===== src/rtl/strobe_spi_master.sv =====
// Mode-0 SPI master for the EMG front-end link. All serial timing advances only on
// twoMHz_stb, so SCLK runs at half the strobe rate and freezes cleanly when the strobe stops.
module strobe_spi_master #(
    parameter int WIDTH    = 32,
    parameter int CS_SETUP = 1,
    parameter int IDLE_GAP = 1
) (
    input  logic             clk,
    input  logic             rstb,
    input  logic             twoMHz_stb,
    input  logic             start,
    input  logic [WIDTH-1:0] tx_data,
    input  logic             miso,
    output logic             busy,
    output logic             done,
    output logic [WIDTH-1:0] rx_data,
    output logic             sclk,
    output logic             cs_n,
    output logic             mosi
);

    typedef enum logic [2:0] {
        S_IDLE,
        S_SETUP,
        S_SHIFT,
        S_HOLD,
        S_GAP
    } state_t;

    localparam int BW   = $clog2(WIDTH);
    localparam int TMAX = (CS_SETUP > IDLE_GAP) ? CS_SETUP : IDLE_GAP;
    localparam int TW   = $clog2(TMAX + 1);

    localparam logic [BW-1:0] BIT_LAST   = BW'(WIDTH - 1);
    localparam logic [TW-1:0] SETUP_LAST = TW'(CS_SETUP - 1);
    localparam logic [TW-1:0] GAP_LAST   = (IDLE_GAP > 0) ? TW'(IDLE_GAP - 1) : '0;

    state_t           state, state_nxt;
    logic [TW-1:0]    tick_cnt, tick_nxt;
    logic [BW-1:0]    bit_cnt, bit_nxt;
    logic [WIDTH-1:0] tx_sr, tx_nxt, tx_shift;
    logic [WIDTH-1:0] rx_sr, rx_sr_nxt;
    logic [WIDTH-1:0] rx_data_nxt;
    logic             sclk_nxt, cs_n_nxt, mosi_nxt, busy_nxt, done_nxt;

    logic setup_last, gap_last, bit_last;

    assign setup_last = (tick_cnt == SETUP_LAST);
    assign gap_last   = (tick_cnt == GAP_LAST);
    assign bit_last   = (bit_cnt == BIT_LAST);
    assign tx_shift   = tx_sr << 1;

    // State and every registered output live here; reset aborts any transfer in flight.
    always_ff @(posedge clk or negedge rstb) begin
        if (!rstb) begin
            state    <= S_IDLE;
            tick_cnt <= '0;
            bit_cnt  <= '0;
            tx_sr    <= '0;
            rx_sr    <= '0;
            rx_data  <= '0;
            sclk     <= 1'b0;
            cs_n     <= 1'b1;
            mosi     <= 1'b0;
            busy     <= 1'b0;
            done     <= 1'b0;
        end else begin
            state    <= state_nxt;
            tick_cnt <= tick_nxt;
            bit_cnt  <= bit_nxt;
            tx_sr    <= tx_nxt;
            rx_sr    <= rx_sr_nxt;
            rx_data  <= rx_data_nxt;
            sclk     <= sclk_nxt;
            cs_n     <= cs_n_nxt;
            mosi     <= mosi_nxt;
            busy     <= busy_nxt;
            done     <= done_nxt;
        end
    end

    always_comb begin
        state_nxt = state;
        case (state)
            S_IDLE:  if (start) state_nxt = S_SETUP;
            S_SETUP: if (twoMHz_stb && setup_last) state_nxt = S_SHIFT;
            S_SHIFT: if (twoMHz_stb && sclk && bit_last) state_nxt = S_HOLD;
            S_HOLD:  if (twoMHz_stb) state_nxt = (IDLE_GAP == 0) ? S_IDLE : S_GAP;
            S_GAP:   if (twoMHz_stb && gap_last) state_nxt = S_IDLE;
            default: state_nxt = S_IDLE;
        endcase
    end

    always_comb begin
        tick_nxt    = tick_cnt;
        bit_nxt     = bit_cnt;
        tx_nxt      = tx_sr;
        rx_sr_nxt   = rx_sr;
        rx_data_nxt = rx_data;
        sclk_nxt    = sclk;
        cs_n_nxt    = cs_n;
        mosi_nxt    = mosi;
        busy_nxt    = busy;
        done_nxt    = 1'b0;
        case (state)
            S_IDLE: begin
                // Acceptance ignores the strobe, so a coincident tick is not counted.
                if (start) begin
                    tx_nxt   = tx_data;
                    mosi_nxt = tx_data[WIDTH-1];
                    cs_n_nxt = 1'b0;
                    busy_nxt = 1'b1;
                    bit_nxt  = '0;
                    tick_nxt = '0;
                end
            end
            S_SETUP: begin
                if (twoMHz_stb) tick_nxt = setup_last ? '0 : tick_cnt + 1'b1;
            end
            S_SHIFT: begin
                if (twoMHz_stb) begin
                    if (!sclk) begin
                        sclk_nxt  = 1'b1;
                        rx_sr_nxt = {rx_sr[WIDTH-2:0], miso};
                    end else begin
                        sclk_nxt = 1'b0;
                        // MOSI moves only on the falling edge, and not after the last bit.
                        if (!bit_last) begin
                            bit_nxt  = bit_cnt + 1'b1;
                            tx_nxt   = tx_shift;
                            mosi_nxt = tx_shift[WIDTH-1];
                        end
                    end
                end
            end
            S_HOLD: begin
                if (twoMHz_stb) begin
                    cs_n_nxt    = 1'b1;
                    mosi_nxt    = 1'b0;
                    rx_data_nxt = rx_sr;
                    done_nxt    = 1'b1;
                    if (IDLE_GAP == 0) busy_nxt = 1'b0;
                end
            end
            S_GAP: begin
                if (twoMHz_stb) begin
                    if (gap_last) begin
                        tick_nxt = '0;
                        busy_nxt = 1'b0;
                    end else begin
                        tick_nxt = tick_cnt + 1'b1;
                    end
                end
            end
            default: ;
        endcase
    end

endmodule

===== config.mk =====
export PLATFORM = sky130hd
export DESIGN_NAME = strobe_spi_master
export DESIGN_NICKNAME = d
export VERILOG_FILES = /design/src/rtl/strobe_spi_master.sv
export SDC_FILE = /design/constraint.sdc
export NUM_CORES = 1
export LEC_CHECK = 0
export CORE_MARGIN = 4
export CORE_UTILIZATION = 53
export CTS_CLUSTER_DIAMETER = 60
export DETAILED_ROUTE_END_ITERATION = 8
export MAX_ROUTING_LAYER = met4
export PLACE_DENSITY = 0.8
export SLEW_MARGIN = 20
export SYNTH_ARGS = -nofsm -noshare
export SYNTH_HDL_FRONTEND = slang
export SYNTH_SLANG_ARGS = --single-unit

===== constraint.sdc =====
create_clock -name clk -period 2.5 [get_ports clk]
set_input_delay 0.375 -clock clk [delete_from_list [all_inputs] [get_ports clk]]
set_output_delay 0.375 -clock clk [all_outputs]
set_load 0.01 [all_outputs]

==> run_results.csv <==
group,metric,value,unit
clock_tree,cts_resized,0,
clock_tree,cts_tree,"built",
clock_tree,insertion_delay,360,ps
clock_tree,ctsHoldBuffers,0,
drt,via_per_inst,5.194,
pwr,ir_drop,449.9,µV
floorplan,die_area,9894,µm²
final_layout,final_cell_mix,"dfrtp_1 (106), clkdlybuf4s50_1 (72), mux2_2 (64)",
drt,drtIter0Drc,66,
synthesis,synthMuxAreaShare,23.76,%
synthesis,synth_ff_type,"dfrtp_1",
synthesis,yosysTopAreaCellShare,60.38,%
floorplan,die_y,99.47,µm
final_layout,instances_no_fill,515,
critical_path,critical_path.max_stage_delay,410,ps
placed_design,gp_congestion,0.7703,
final_layout,finish.utilization,66.64,%
synthesis,synthXorXnorAreaFrac,0.1975,%
sta,whs,14.04,ps
global_route,grt_start_max_net_pins,65,
synthesis,ys_types,30,
placed_design,placed_cell_area,5258,µm²
synthesis,syn_area,4434,µm²
placed_design,dp.cells,499,
placed_design,dp_hpwl,5.338,mm
global_route,use_met1,24.59,%
clock_tree,root_buffer,"clkbuf_8",
critical_path,crit_slowest_cell,"dfrtp_1",
worst_hold_path,worstHoldPathType,"input pin to async pin",
drt,num_vias,2675,
floorplan,pin_count,74,
sta,tightest_slew,616.1,ps
global_route,grt.busiest_layer,"met2",
critical_path,critical_path.cell_chain,"ha_1 > and3_1 > ha_1 > nand4b_1 > a21o_1 > buf_4 > nand2_1 > o21ai_0",
pwr,p_leak,2.599,nW
sta,hold_viol,0,
floorplan,initial_utilization,54.24,%
clock_tree,postCtsSetupBuffers,0,
final_layout,drive_gt1_share,21.71,%
critical_path,crit_path_frequent_cell,"ha_1",
clock_tree,htreeDepth,3,
critical_path,critPathBufInv,1,
drt,routed_wl,8.008,mm
global_route,grt_pass1_wl,13.60,mm
synthesis,syn_area_per_cell,13.24,µm²
floorplan,core_area,8175,µm²
sta,final.setup.tns,0,ps
sta,period_minus_slack,2121,ps
global_route,grt_pass1_vias,2834,
final_layout,final_common_cell,"dfrtp_1",
critical_path,endpoint_kind,"register",
synthesis,synth-seq-cells,108,
drt,wl_per_cell,15.55,µm
synthesis,synth_compound_area_share,5.982,%
clock_tree,cts_buffers,9,
global_route,antenna_found_initial,0,
critical_path,setup.worst_path.start_class,"register",
final_layout,final_area,5448,µm²
synthesis,syn_inst,335,
synthesis,synth_fa_ha_area_share,0.5643,%
synthesis,synth_top_family_by_area,"multiplexers",
critical_path,worstPathArrival,2340,ps
sta,skew,11.64,ps
global_route,grt_usage,17.66,%
synthesis,synth.yosys.seq_area_share,60.98,%
flow_run,cap_violations,0,
global_route,grtUsageMet2,26.08,%
critical_path,crit_family,"simple AND/OR/NAND/NOR gates",
synthesis,synth-simple-area-share,5.813,%
global_route,grt_util_met3,3.787,%
status,outcome,"complete, no violations",
synthesis,yosysTopAreaCell,"dfrtp_1",
floorplan,rows,33,
drt,ant_nets,0,
synthesis,synthArstFlopShare,100.0,%
final_layout,diodes,0,
drt,drc,0,
synthesis,yosysWarnings,0,
sta,slew_viol_final,0,
final_layout,syn_to_final_growth,22.86,%
final_layout,num-nets-final,444,
sta,period_share,84.85,%
critical_path,critPathKind,"register to register",
sta,fmax,471.4,MHz
placed_design,io_buffer_count,73,
synthesis,synth_edf_count,0,
pwr,p_per_area,906.3,nW/µm²
critical_path,required,2720,ps
floorplan,die_x,99.47,µm
global_route,grt_overflow_total,0,
synthesis,syn_nets,374,
sta,setup_viol,0,
clock_tree,clkSinkCount,108,
sta,relSlewSlack,58.92,%
drt,dr.pass1.iters,4,
sta,rsz0062_at_grt,"false",
clock_tree,path_clk_slew,100,ps
critical_path,worstPathMaxFanout,64,
clock_tree,clockBufferDepth,2,
synthesis,ys_top_cells_by_area,"dfrtp_1 (60%), mux2_2 (16%), mux2i_1 (7.0%)",
## worst register-to-register path: cells and delay by family (launching register included)
family | cells | cell delay (ps)
DFF | 1 | 410
buffers and inverters | 1 | 300
and+or+nand+nor | 3 | 510
AOI/OAI and AO/OA | 2 | 340
adders and majority gates | 2 | 430
## state kept, by name, indices dropped and copies added (netlist names), 3 cells and up
name,cells
bit_cnt,5
rx_sr,32
state,3
tx_sr,31
rx_data,32
## per-layer routing
layer / routed length, µm / vias to the layer above
met1: 3995 / 1309
li1: - / 1302
met3: 309 / 6
met5: 0 / -
met2: 3624 / 58
met4: 79 / 0
## where the power goes
group          switching [mW]  internal, mW  leakage [nW]
Clock                   0.611         0.408        0.0918
Combinational           0.723         0.739          1.08
Sequential              0.302          2.15          1.43
Total                    1.64          3.30          2.60
## Yosys cell counts, types with 2 or more instances
library cell and n:
a22o_1 3, a21oi_1 2, mux2_1 2, inv_1 2, mux2_2 64, mux2i_1 31
nand2_1 42, nand2b_1 2, nor2_1 4, ha_1 2, o21ai_0 41, buf_2 9
buf_1 3, buf_6 4, dfrtp_1 107, clkbuf_1 3
## through the flow
| step | power (mW) | setup WS [ps] |
|---|---|---|
| floorplan | 3.502 | 588.8 |
| global placement | 3.893 | 443.7 |
| detailed placement | 3.984 | 384.0 |
| CTS | 5.008 | 365.0 |
| global route | 5.282 | 201.3 |
| finish | 4.937 | 378.8 |
## kinds of logic after synthesis
kind of cell,after synthesis
buffers and inverters,21
adder cells (fa/ha/maj),2
flip-flops,108
multiplexers,97
AND/OR/NAND/NOR,57
AO/OA/AOI/OAI,49
XOR/XNOR,1
## layout make-up
type	count	area, µm²
Fill cell	623	2728
Sequential cell	108	2705
Multi-Input combinational cell	206	1610
Timing Repair Buffer	78	803.3
Clock buffer	10	137.6
Tap cell	105	131.4
Clock inverter	6	52.55
Inverter	2	7.507
## worst paths after layout
kind                                  from        end  slack, ps  cells past startpoint
worst max register to register  bit_cnt[0]  tx_sr[10]        380                      8
worst max-delay path            bit_cnt[0]  tx_sr[10]        380                      8
worst min register to register    tx_sr[0]   tx_sr[0]        490                      2
max in group asynchronous             rstb       cs_n       1710                      2
worst min-delay path                  rstb  tx_sr[14]         10                      1
min in group clk                  tx_sr[0]   tx_sr[0]        490                      2
Power figures use the tool's default switching activity.
